### config.mk
export PLATFORM = sky130hd
export DESIGN_NAME = glay_kernel_cu_sync
export DESIGN_NICKNAME = d
export VERILOG_FILES = /design/src/rtl/glay_kernel_cu_sync.sv
export SDC_FILE = /design/constraint.sdc
export NUM_CORES = 1
export LEC_CHECK = 0
export CAP_MARGIN = 10
export CORE_AREA = 8 8 416 418
export CTS_BUF_LIST = sky130_fd_sc_hd__clkbuf_4 sky130_fd_sc_hd__clkbuf_8 sky130_fd_sc_hd__clkbuf_16
export CTS_CLUSTER_SIZE = 8
export DETAILED_ROUTE_END_ITERATION = 6
export DIE_AREA = 0 0 424 426
export PLACE_DENSITY_LB_ADDON = 0.08
export SETUP_SLACK_MARGIN = 0.15
export SLEW_MARGIN = 5
export SYNTH_ARGS = -nofsm -noshare
export SYNTH_HDL_FRONTEND = slang
export SYNTH_SLANG_ARGS = --single-unit
export TNS_END_PERCENT = 50
### constraint.sdc
create_clock -name ap_clk -period 20.3 [get_ports ap_clk]
set_input_delay 2.03 -clock ap_clk [delete_from_list [all_inputs] [get_ports ap_clk]]
set_output_delay 2.03 -clock ap_clk [all_outputs]
set_load 0.05 [all_outputs]
### src/rtl/glay_kernel_cu_sync.sv
// glay_kernel_cu_sync: takes descriptors from the kernel control FSM and
// dispatches them to every graph cluster. It also collects each cluster's done
// pulse into sticky bits and counts the busy cycles of the current run.
module glay_kernel_cu_sync #(
  parameter int NUM_GRAPH_CLUSTERS = 4,
  parameter int DESC_W             = 512,
  parameter int CYCLE_CNT_W        = 32
) (
  input  logic                          ap_clk,
  input  logic                          areset,
  input  logic                          descriptor_valid_in,
  input  logic [DESC_W-1:0]             descriptor_payload_in,
  input  logic [NUM_GRAPH_CLUSTERS-1:0] cu_idle_in,
  input  logic [NUM_GRAPH_CLUSTERS-1:0] cu_descriptor_ready_in,
  input  logic [NUM_GRAPH_CLUSTERS-1:0] cu_done_pulse_in,
  output logic [NUM_GRAPH_CLUSTERS-1:0] cu_descriptor_valid_out,
  output logic [DESC_W-1:0]             cu_descriptor_payload_out,
  output logic [NUM_GRAPH_CLUSTERS-1:0] glay_cu_setup_out,
  output logic [NUM_GRAPH_CLUSTERS-1:0] glay_cu_done_out,
  output logic [CYCLE_CNT_W-1:0]        busy_cycles_out
);

  localparam logic [1:0] S_IDLE     = 2'd0;
  localparam logic [1:0] S_DISPATCH = 2'd1;
  localparam logic [1:0] S_RUN      = 2'd2;
  localparam logic [1:0] S_DONE     = 2'd3;

  logic [1:0]                    state_q, state_d;
  logic                          valid_q;
  logic [NUM_GRAPH_CLUSTERS-1:0] pending_q, pending_d;
  logic [NUM_GRAPH_CLUSTERS-1:0] cu_valid_q, cu_valid_d;
  logic [DESC_W-1:0]             payload_q, payload_d;
  logic [NUM_GRAPH_CLUSTERS-1:0] setup_q, setup_d;
  logic [NUM_GRAPH_CLUSTERS-1:0] done_q, done_d;
  logic [CYCLE_CNT_W-1:0]        busy_q, busy_d;

  logic                          start;
  logic                          launch;
  logic                          abort;
  logic [NUM_GRAPH_CLUSTERS-1:0] accept;
  logic [CYCLE_CNT_W-1:0]        busy_inc;

  assign start    = descriptor_valid_in & ~valid_q;
  assign accept   = cu_valid_q & cu_descriptor_ready_in;
  assign busy_inc = (busy_q == '1) ? busy_q : busy_q + CYCLE_CNT_W'(1);

  // Next-state logic: the launch and abort actions are collected as flags and
  // applied once after the per-state decisions, so IDLE and DONE share one start path.
  always_comb begin
    state_d    = state_q;
    pending_d  = pending_q;
    cu_valid_d = cu_valid_q;
    payload_d  = payload_q;
    setup_d    = setup_q;
    done_d     = done_q;
    busy_d     = busy_q;
    launch     = 1'b0;
    abort      = 1'b0;

    case (state_q)
      S_IDLE: begin
        setup_d = ~cu_idle_in;
        launch  = start;
      end
      S_DISPATCH: begin
        setup_d = '0;
        if (!descriptor_valid_in) begin
          abort = 1'b1;
        end else begin
          pending_d  = pending_q & ~accept;
          cu_valid_d = cu_valid_q & ~accept;
          // Only clusters that hold the descriptor (accepted now or earlier) may finish.
          done_d     = done_q | (cu_done_pulse_in & ~pending_d);
          busy_d     = busy_inc;
          if (pending_d == '0) begin
            state_d = S_RUN;
          end
        end
      end
      S_RUN: begin
        setup_d = '0;
        if (!descriptor_valid_in) begin
          abort = 1'b1;
        end else begin
          done_d = done_q | cu_done_pulse_in;
          busy_d = busy_inc;
          if (&done_d) begin
            state_d = S_DONE;
          end
        end
      end
      default: begin
        setup_d = '0;
        launch  = start;
      end
    endcase

    if (launch) begin
      payload_d  = descriptor_payload_in;
      pending_d  = '1;
      cu_valid_d = '1;
      done_d     = '0;
      busy_d     = '0;
      state_d    = S_DISPATCH;
    end

    if (abort) begin
      pending_d  = '0;
      cu_valid_d = '0;
      done_d     = '0;
      state_d    = S_IDLE;
    end
  end

  // State and output registers with asynchronous reset.
  always_ff @(posedge ap_clk or posedge areset) begin
    if (areset) begin
      state_q    <= S_IDLE;
      valid_q    <= 1'b0;
      pending_q  <= '0;
      cu_valid_q <= '0;
      payload_q  <= '0;
      setup_q    <= '1;
      done_q     <= '0;
      busy_q     <= '0;
    end else begin
      state_q    <= state_d;
      valid_q    <= descriptor_valid_in;
      pending_q  <= pending_d;
      cu_valid_q <= cu_valid_d;
      payload_q  <= payload_d;
      setup_q    <= setup_d;
      done_q     <= done_d;
      busy_q     <= busy_d;
    end
  end

  assign cu_descriptor_valid_out   = cu_valid_q;
  assign cu_descriptor_payload_out = payload_q;
  assign glay_cu_setup_out         = setup_q;
  assign glay_cu_done_out          = done_q;
  assign busy_cycles_out           = busy_q;

endmodule

## After elaboration in Yosys (flattened, before gate mapping)

Index checks and enable logic that the tools add are counted.

| operators by class | value |
|---|---|
| divide/modulo/power cells | 0 |
| bitwise gates (word level) | 11 |
| shift operators | 0 |
| $lt $le $gt $ge | 0 |
| equality and inequality tests | 8 |
| reduce and logical (&&, ||, !) cells | 13 |
| $add $sub $neg | 1 |
| $mul | 0 |
| mux-type cells | 28 |

Operator list:

| operator | number |
|---|---|
| $mux W32 | 4 |
| $mux W4 | 13 |
| $add A32 B1 Y32 const B | 1 |
| $eq A32 B32 Y1 const B | 1 |
| $and A4 B4 Y4 | 4 |
| $ne A4 B4 Y1 const B | 4 |
| $mux W2 | 6 |
| $not A4 Y4 | 3 |
| $or A4 B4 Y4 | 2 |
| $pmux W4 S2 | 1 |
| $reduce_and A3 Y1 | 2 |
| $reduce_bool A3 Y1 | 2 |
| $reduce_and A5 Y1 | 1 |
| $logic_not A4 Y1 | 1 |
| $pmux W2 S2 | 1 |
| $reduce_and A4 Y1 | 1 |
| $reduce_bool A2 Y1 | 2 |
| $reduce_bool A4 Y1 | 1 |
| $mux W1 | 3 |
| $eq A2 B1 Y1 const B | 1 |
| $eq A2 B2 Y1 const B | 1 |
| $logic_not A2 Y1 | 1 |
| $ne A2 B2 Y1 const B | 1 |
| $reduce_and A2 Y1 | 1 |
| 3 further kinds | 3 |

| word-level totals | value |
|---|---|
| memories kept | 0 |
| output and inout port bits | 556 |
| bits of input ports | 527 |
| word-level logic and storage cells | 69 |
| bits in read-only memories | 0 |
| bits in writable memories | 0 |
| register bits | 563 |
| latch bits | 0 |

## Longest topological paths before layout

Gate-level depths: netlist of the first run.

| logic depth | value |
|---|---|
| depth after elaboration | 10 |
| gate-level depth with buffers | 11 |
| depth with buffers taken out | 7 |

## Worst setup path after synthesis of the first run

OpenSTA, ideal clock, no wires.

| timing | value |
|---|---|
| path kind | input -> register |
| start | input descriptor_valid_in |
| end | register busy_q[30], in the netlist busy_cycles_out[30] |
| path buffers | 2 |
| arrival time | 3.576 ns |
| library setup time | 0.078 ns |
| stages on the path | 7 |
| data required time | 20.222 ns |
| setup slack | 16.646 ns |
| cell sequence | and2_1 clkbuf_1 nand2_1 or4_1 buf_2 or4_1 a21oi_1 |

| on the way | value |
|---|---|
| word-level cells in the longest chain between the ends | 4 |
| elaborated cells on any way between the ends | 7 |
| classes of those cells | eq/ne (1); mux (2); bitwise (1); reduce/logical (3) |

RTL lines:

| what | RTL line | RTL |
|---|---|---|
| from (decl) | 11 | `input logic descriptor_valid_in,` |
| $and A1 B1 Y1 | 43 | `assign start = descriptor_valid_in & ~valid_q;` |
| $mux W1 | 60 | `case (state_q)` |
| $ne A2 B2 Y1 (no source line) / $reduce_bool A2 Y1 (equally long branches) | - |  |
| $reduce_and A3 Y1 (no source line) | - |  |
| to (signal assigned) | 134 | `busy_q <= busy_d;` |
| to (decl) | 35 | `logic [CYCLE_CNT_W-1:0] busy_q, busy_d;` |

Several ways; a longest one is shown, not always the timed one.
A chain may end at the register's enable or synchronous reset.

## Worst setup path after layout of the first run

| timing | value |
|---|---|
| start | input descriptor_valid_in |
| end | register payload_q[283], in the netlist cu_descriptor_payload_out[283] |

| on the way | value |
|---|---|
| word-level cells in the longest chain between the ends | 2 |

RTL lines:

| what | RTL line | RTL |
|---|---|---|
| $and A1 B1 Y1 | 43 |  |
| $mux W1 | 60 |  |
| to (signal assigned) | 131 | `payload_q <= payload_d;` |
| to (decl) | 32 | `logic [DESC_W-1:0] payload_q, payload_d;` |

Every way passes these cells.

==> flow_summary.toml, run 1 <==
[run_status]
run_status = "completed"

[route]
drtPass1Iterations = 4
drtAntennaViolNets = 0
vias = 19891
drtIter0Drc = 887
avgRoutedWirePerCell_um = 21.2
wl_um = 123000
vias_per_cell = 3.44
drc = 0

[layout]
syn2layout_area_growth_pct = 73.6
layout.cells.non_filler = 5776
drive_above_1_share_pct = 4.36
layout_common_cells = "nand2_1 (1564), clkdlybuf4s50_1 (1082), dfrtp_1 (559)"
seqCellArea_um2 = 14100
final_util_pct = 22.7
multi_input_area_um2 = 7080
nFillCells = 18381
final_common_cell = "nand2_1"
final_nets = 4051

[clock_network]
cts_root_buffer = "clkbuf_16"
cts_max_path_buffers = 3
cts_setup_buffers = 0
cts_tree = "yes"
h-tree-depth = 3
clk_latency_ns = 0.66
postCtsHoldBufs = 0
clkSinkCount = 563
cts.repair.resized = 0
clk_pin_slew_worst_paths_ns = 0.05
cts_buffers = 85

[yosys]
async_reset_ff_share_pct = 100
seq_area_frac_synth_pct = 65.0
syn_inst = 2461
synth_edf_count = 0
synth_ff_type = "dfrtp_1"
syn_area_per_cell_um2 = 8.81
synth_nets = 2992
synth_top_area_share_pct = 64.5
synth.area.top_cells = "dfrtp_1 (64%), nand2_1 (27%), clkbuf_1 (2.1%)"
synth_area_um2 = 21700
ys_types = 43
ys_ff_latch = 563
synth_warnings = 0
yosysTopAreaCell = "dfrtp_1"

[timing]
totalNegativeSetupSlack_ns = 0
period_needed_ns = 5.82
rsz0062_at_grt = "false"
finalCritPeriodShare_pct = 28.7
fmax_mhz = 172
skew_ns = 0.0365
slew_headroom_pct = 27.5
whs_ns = 0.467
setup_viol = 0
tightest_slew_ns = 1.09
drv_slew = 0
finalHoldViolCount = 0

[floorplan]
die_x_um = 424
ioPinCount = 1083
die_h_um = 426
dieArea_um2 = 181000
initial_core_util_pct = 13.0
num_rows = 150
core_um2 = 166000

[placement]
dp_hpwl_um = 91700
port_buffers = 1082
place_congestion = 0.758
dp_cells = 5637

[global_routing]
antenna_found_initial = 31
grt_usage_pct = 12.9
grt_pass1_wl_um = 170000
grt_max_degree = 161
grt-ovfl-total = 0
grt_pass1_vias = 21219

[min_path]
hp-class = "register to register"
worstHoldPathCells = 2
worstHoldEndpoint = "cu_descriptor_payload_out[83]"
hold_start = "cu_descriptor_payload_out[83]"

[power_and_ir_drop]
ir_worst_vdd_mv = 0.0666
p_per_area_nw_per_um2 = 190
p_leak_nw = 17.3

[critical_path]
cp_common_cell = "buf_4"
r2r-start = "state_q[0]"
critPathKind = "input port to register"
reg2reg_depth = 9
slowest_stage = "buf_4"
cp_max_fo = 68
rr_endpoint = "cu_descriptor_payload_out[283]"
worstPathArrival_ns = 6.40
slowest_delay_ns = 0.80
cp-start-kind = "input port"
r2r_slack_ns = 15.64
crit_required_ns = 20.88
crit_path_cell_trace = "clkdlybuf4s50_1 -> nor2b_1 -> nand2_4 -> buf_4 -> buf_4 -> buf_4 -> nand2_1 -> nand2_1"
cp-end-kind = "register"

[job]
maxCapViolations = 0
==> how the worst max path moves through the flow <==
| stage | start | endpoint | slack [ns] |
|---|---|---|---|
| after floorplan | areset | busy_cycles_out[0] | 2.53 |
| after global placement | descriptor_valid_in | cu_descriptor_payload_out[436] | 13.66 |
| after detailed placement | descriptor_valid_in | cu_descriptor_payload_out[388] | 13.62 |
| after CTS | descriptor_valid_in | cu_descriptor_payload_out[389] | 14.41 |
| after global routing | descriptor_valid_in | cu_descriptor_payload_out[384] | 14.05 |
| final | descriptor_valid_in | cu_descriptor_payload_out[283] | 14.48 |
==> power breakdown <==
group          switching, mW  internal (mW)
registers              0.270           1.62
clock network          0.571          0.863
logic                   2.73           1.13
==> registers in the layout (all words and copies together), names as in the netlist <==
name and cells:
cu_descriptor_valid_out 4, pending_q 4, cu_descriptor_payload_out 512, glay_cu_setup_out 4
valid_q 1, busy_cycles_out 32, glay_cu_done_out 4, state_q 2
==> per-layer routing <==
layer / share of wire, % / track usage, % / vias to the layer above
met5: 0.12 / 0 / -
met4: 2.3 / 3.51 / 24
met3: 7.8 / 5.01 / 153
met2: 52 / 23.2 / 566
met1: 38 / 14.3 / 9439
li1: - / - / 9709
==> per-stage QoR <==
step	total power [mW]	setup WS (ns)	instance area, µm²
floorplan	4.21	2.53	21700
global placement	5.85	13.66	35000
detailed placement	5.83	13.62	35000
CTS	7.35	14.41	37600
global route	7.58	14.05	37600
finish	7.17	14.48	37700
==> cells in the mapped netlist, types with 8 or more instances <==
library cell / instances
clkbuf_1: 120
a21oi_1: 29
nor3_1: 8
nand3_1: 12
o31ai_1: 11
inv_1: 13
nor2_1: 24
o21ai_0: 14
or4_1: 14
nand2_1: 1565
dfrtp_1: 559
nand4_1: 9
or3_1: 9
==> final cells by class <==
type / count / share of cell area [%]
flip-flops and latches: 563 / 37.4
repair buffers: 1101 / 29.3
multi-input cells: 1756 / 18.8
well taps: 2204 / 7.32
clock buffers: 114 / 6.42
clock inverters: 9 / 0.522
inverters: 13 / 0.149
diodes: 16 / 0.106
==> critical path: cells and delay by family <==
| kind | cells | cell delay [ns] |
|---|---|---|
| buffers and inverters | 4 | 2.99 |
| AND/OR/NAND/NOR | 4 | 1.20 |
==> cells by family after synthesis <==
logic type / share of synthesized area [%]
AND/OR/NAND/NOR: 29.7
flip-flops: 65.0
buffers and inverters: 2.47
AO/OA/AOI/OAI: 2.35
multiplexers: 0.237
adder cells (fa/ha/maj): 0.231
XOR/XNOR: 0.0404
(Power assumes the default switching activity.)
==> run 2: changes to the inputs <==
Clock period 20.3 ns to 5.6 ns, I/O delays scaled along.
==> flow_summary.toml, run 2 (same netlist as run 1, synthesis figures left out) <==
[run_status]
run_status = "completed"

[clock_network]
cts_tree = "yes"
postCtsHoldBufs = 0
cts.repair.resized = 0
h-tree-depth = 3
clkSinkCount = 563
clk_latency_ns = 0.67
cts_max_path_buffers = 3
cts_buffers = 83
cts_root_buffer = "clkbuf_16"
cts_setup_buffers = 0
clk_pin_slew_worst_paths_ns = 0.06

[timing]
setup_viol = 0
slew_headroom_pct = 32.4
rsz0062_at_grt = "false"
drv_slew = 0
fmax_mhz = 345
finalHoldViolCount = 0
whs_ns = 0.293
skew_ns = 0.0434
fin_ws_ns = 2.71
tightest_slew_ns = 1.01
finalCritPeriodShare_pct = 51.7
period_needed_ns = 2.89

[global_routing]
grt_pass1_wl_um = 170000
antenna_found_initial = 39
grt_usage_pct = 12.9
grt_pass1_vias = 21531
grt_max_degree = 122
grt-ovfl-total = 0

[floorplan]
dieArea_um2 = 181000
initial_core_util_pct = 13.0
die_h_um = 426
core_um2 = 166000
num_rows = 150
ioPinCount = 1083
die_x_um = 424

[critical_path]
cp-end-kind = "register"
cp-start-kind = "register"
worstPathArrival_ns = 3.51
crit_required_ns = 6.21
cp_max_fo = 50
reg2reg_depth = 7
critPathKind = "register to register"

[power_and_ir_drop]
ir_worst_vdd_mv = 0.261
p_per_area_nw_per_um2 = 682
p_leak_nw = 17.4

[placement]
dp_cells = 5665
dp_hpwl_um = 92900
place_congestion = 0.756
port_buffers = 1082
dpl_worst_slack_ns = 2.08

[layout]
layout_common_cells = "nand2_1 (1564), clkdlybuf4s50_1 (1082), dfrtp_1 (559)"
final_nets = 4077
largest_reg_flops = 512
layout.cells.non_filler = 5805
syn2layout_area_growth_pct = 74.2
nFillCells = 18341
final_common_cell = "nand2_1"
drive_above_1_share_pct = 4.95
final_util_pct = 22.7

[route]
avgRoutedWirePerCell_um = 21.0
drtAntennaViolNets = 0
wl_um = 122000
drtPass1Iterations = 5
vias_per_cell = 3.46
drtIter0Drc = 972
drc = 0
vias = 20065

[job]
maxCapViolations = 0

[min_path]
hp-class = "input port to asynchronous set/reset pin"
run 2: cell count changes in the layout (fill, tap and decap cells not counted):
cell,change
clkbuf_16,-3
bufinv_16,-3
clkinvlp_4,+2
inv_6,+1
buf_4,+21
inv_16,+1
buf_12,+7
inv_8,-1
diode_2,+7
clkbuf_4,+3
clkbuf_8,-5
clkinv_8,-1
run 2: final timing paths:
| check | from | endpoint | slack (ns) |
|---|---|---|---|
| worst max-delay path | state_q[0] | cu_descriptor_payload_out[264] | 2.71 |
| worst min-delay path | areset | cu_descriptor_payload_out[322] | 0.29 |
| worst max register to register | state_q[0] | cu_descriptor_payload_out[264] | 2.71 |
| worst min register to register | cu_descriptor_payload_out[71] | cu_descriptor_payload_out[71] | 0.47 |
| max in group asynchronous | areset | cu_descriptor_payload_out[265] | 3.88 |
| min in group ap_clk | cu_idle_in[1] | glay_cu_setup_out[1] | 0.38 |
run 2: report_power, final:
group / leakage, nW / internal, mW / switching [mW] / total (mW)
clock: 1.21 / 2.85 / 2.06 / 4.92
sequential: 7.08 / 5.86 / 0.987 / 6.84
combinational: 9.11 / 4.16 / 9.86 / 14.0
run 2: layout make-up:
cell class	count	area, µm²	area share, %
clock inverters	8	126	0.334
multi-input cells	1756	7080	18.7
inverters	13	52.6	0.139
flip-flops and latches	563	14100	37.3
well taps	2204	2760	7.30
repair buffers	1129	11300	30.0
clock buffers	109	2300	6.08
diodes	23	57.6	0.152
run 2: critical path, cell delays in order (launching register included):
cell	delay, ns
dfrtp_1	0.38
inv_1	0.09
ha_1	0.48
inv_1	0.24
nand2_4	0.67
buf_4	0.63
nand2_1	0.14
nand2_1	0.09
run 2: per-layer routing:
metal	track usage (%)	vias up	wire length, µm
met2	22.6	621	61900
met1	13.9	9469	45400
met5	0	-	133
met3	5.27	174	10400
met4	5.38	20	4120
li1	-	9781	-
run 2: metrics by stage:
step                cell area (µm²)  TNS [ns]  total power, mW
floorplan                     21700  -1467.82             15.3
global placement              35300         0             21.3
detailed placement            35300         0             21.2
CTS                           37700         0             26.4
global route                  37800         0             27.3
finish                        37800         0             25.8
==> run 3: changes to the inputs <==
Clock period 5.6 ns to 2.8 ns, I/O delays scaled along.
==> flow_summary.toml, run 3 (same netlist as run 1, synthesis figures left out) <==
[route]
drc = 0
vias_per_cell = 3.46
wl_um = 122000
avgRoutedWirePerCell_um = 21.0
vias = 20167
drtIter0Drc = 887
drtPass1Iterations = 5
drtAntennaViolNets = 0

[global_routing]
grt_usage_pct = 13.0
grt-ovfl-total = 0
grt_pass1_vias = 21389
grt_max_degree = 77
grt_pass1_wl_um = 171000
antenna_found_initial = 20

[critical_path]
cp_top_family = "simple AND/OR/NAND/NOR gates"
crit_path_cell_trace = "ha_1 -> nand4_1 -> or3_1 -> or4_4 -> or4_1 -> a21oi_1"
cp-start-kind = "register"
critPathKind = "register to register"
slowest_stage = "or4_4"
r2r-start = "busy_cycles_out[1]"
reg2reg_depth = 6
cp-end-kind = "register"
crit_required_ns = 3.40
worstPathArrival_ns = 3.06
cp_max_fo = 7
rr_endpoint = "busy_cycles_out[30]"
slowest_delay_ns = 0.60
critPathLaunch = "busy_cycles_out[1]"
critPathBufInv = 0
r2r_slack_ns = 0.33

[power_and_ir_drop]
p_per_area_nw_per_um2 = 1360
ir_worst_vdd_mv = 0.582
p_leak_nw = 17.7

[placement]
port_buffers = 1082
place_congestion = 0.760
dp_cells = 5707
dpl-instance-area_um2 = 35900
dp_hpwl_um = 95300

[timing]
rsz0062_at_grt = "false"
setup_viol = 0
fmax_mhz = 405
finalCritPeriodShare_pct = 88.1
skew_ns = 0.0318
period_needed_ns = 2.47
drv_slew = 0
tightest_slew_ns = 0.750
slew_headroom_pct = 49.8
finalHoldViolCount = 0

[run_status]
run_status = "completed"

[min_path]
hp-class = "input port to register"
worstHoldPathCells = 2
worstHoldEndpoint = "glay_cu_setup_out[3]"
hold_start = "cu_idle_in[3]"

[clock_network]
clk_pin_slew_worst_paths_ns = 0.06
cts_setup_buffers = 0
cts_max_path_buffers = 3
cts_root_buffer = "clkbuf_16"
h-tree-depth = 3
clk_latency_ns = 0.67
cts_tree = "yes"
clkSinkCount = 563
cts_buffers = 84

[floorplan]
ioPinCount = 1083
die_x_um = 424
num_rows = 150
die_h_um = 426
dieArea_um2 = 181000
initial_core_util_pct = 13.0
core_um2 = 166000

[layout]
final_common_cell = "nand2_1"
drive_above_1_share_pct = 6.21
final_nets = 4121
layout.cells.non_filler = 5837
finalInstanceArea_um2 = 38400
largest_reg_flops = 512
syn2layout_area_growth_pct = 77.1
layout_common_cells = "nand2_1 (1564), clkdlybuf4s50_1 (1082), dfrtp_1 (559)"
nFillCells = 18347

[job]
maxCapViolations = 0
==> run 3: cell count changes in the layout (fill, tap and decap cells not counted), sizes merged <==
cell         change
buf             +42
diode           -16
clkbuf           +3
bufinv           +2
inv              +2
clkinv           -1
clkinvlp         -1
dlygate4sd3      +1
==> run 3: worst reg2reg max path: cells and delay by family (launching register included) <==
family,cells,cell delay [ns]
adders and majority gates,1,0.23
AOI/OAI and AO/OA,1,0.15
and+or+nand+nor,4,1.63
DFF,1,0.40
==> run 3: per-layer routing <==
layer	GRT usage [%]	vias up	wire length, µm
met2	23.6	573	63800
met1	14.0	9569	45700
met3	5.44	149	10200
met5	0	-	151
li1	-	9852	-
met4	2.79	24	2480
==> run 3: metrics by stage <==
stage	setup slack, ns	power (mW)	utilization, %	setup TNS [ns]	hold slack [ns]
after CTS	0.217	53.6	23.1	0	0.00804
final	0.333	52.3	23.1	0	0.111
after global placement	0.173	43.0	21.6	0	0.456
after detailed placement	0.245	42.9	21.6	0	0.461
after global routing	0.153	55.3	23.1	0	0.0406
after floorplan	-5.14	30.6	-	-2886.90	0.311
==> run 3: worst max path at each step <==
| stage | end | slack [ns] | depth (start not counted) |
|---|---|---|---|
| 2_1_floorplan | busy_cycles_out[0] | -5.14 | 1 |
| 3_3_place_gp | busy_cycles_out[30] | 0.17 | 6 |
| 3_5_place_dp | busy_cycles_out[30] | 0.24 | 6 |
| 4_1_cts | busy_cycles_out[30] | 0.22 | 6 |
| 5_1_grt | busy_cycles_out[30] | 0.15 | 6 |
| 6_report | busy_cycles_out[30] | 0.33 | 6 |
==> run 3: repair_timing <==
item                                    4_1_cts  5_1_grt
endpoints found under the setup margin        0        1
resized for setup                             0        1
hold endpoints to repair                     10        0
hold buffers                                  1        0
==> run 3: cell type report <==
type	instances	area (µm²)	area share, %
Inverter	13	52.6	0.137
Clock inverter	10	178	0.463
Multi-Input combinational cell	1756	7080	18.4
Sequential cell	563	14100	36.7
Antenna cell	7	17.5	0.0456
Timing Repair Buffer	1172	11900	31.0
Clock buffer	112	2320	6.04
Tap cell	2204	2760	7.18
==> run 3: report_power, final <==
part	internal [mW]	total, mW	switching, mW
Sequential	11.7	13.7	1.95
Clock	5.95	10.1	4.14
Combinational	8.66	28.5	19.8
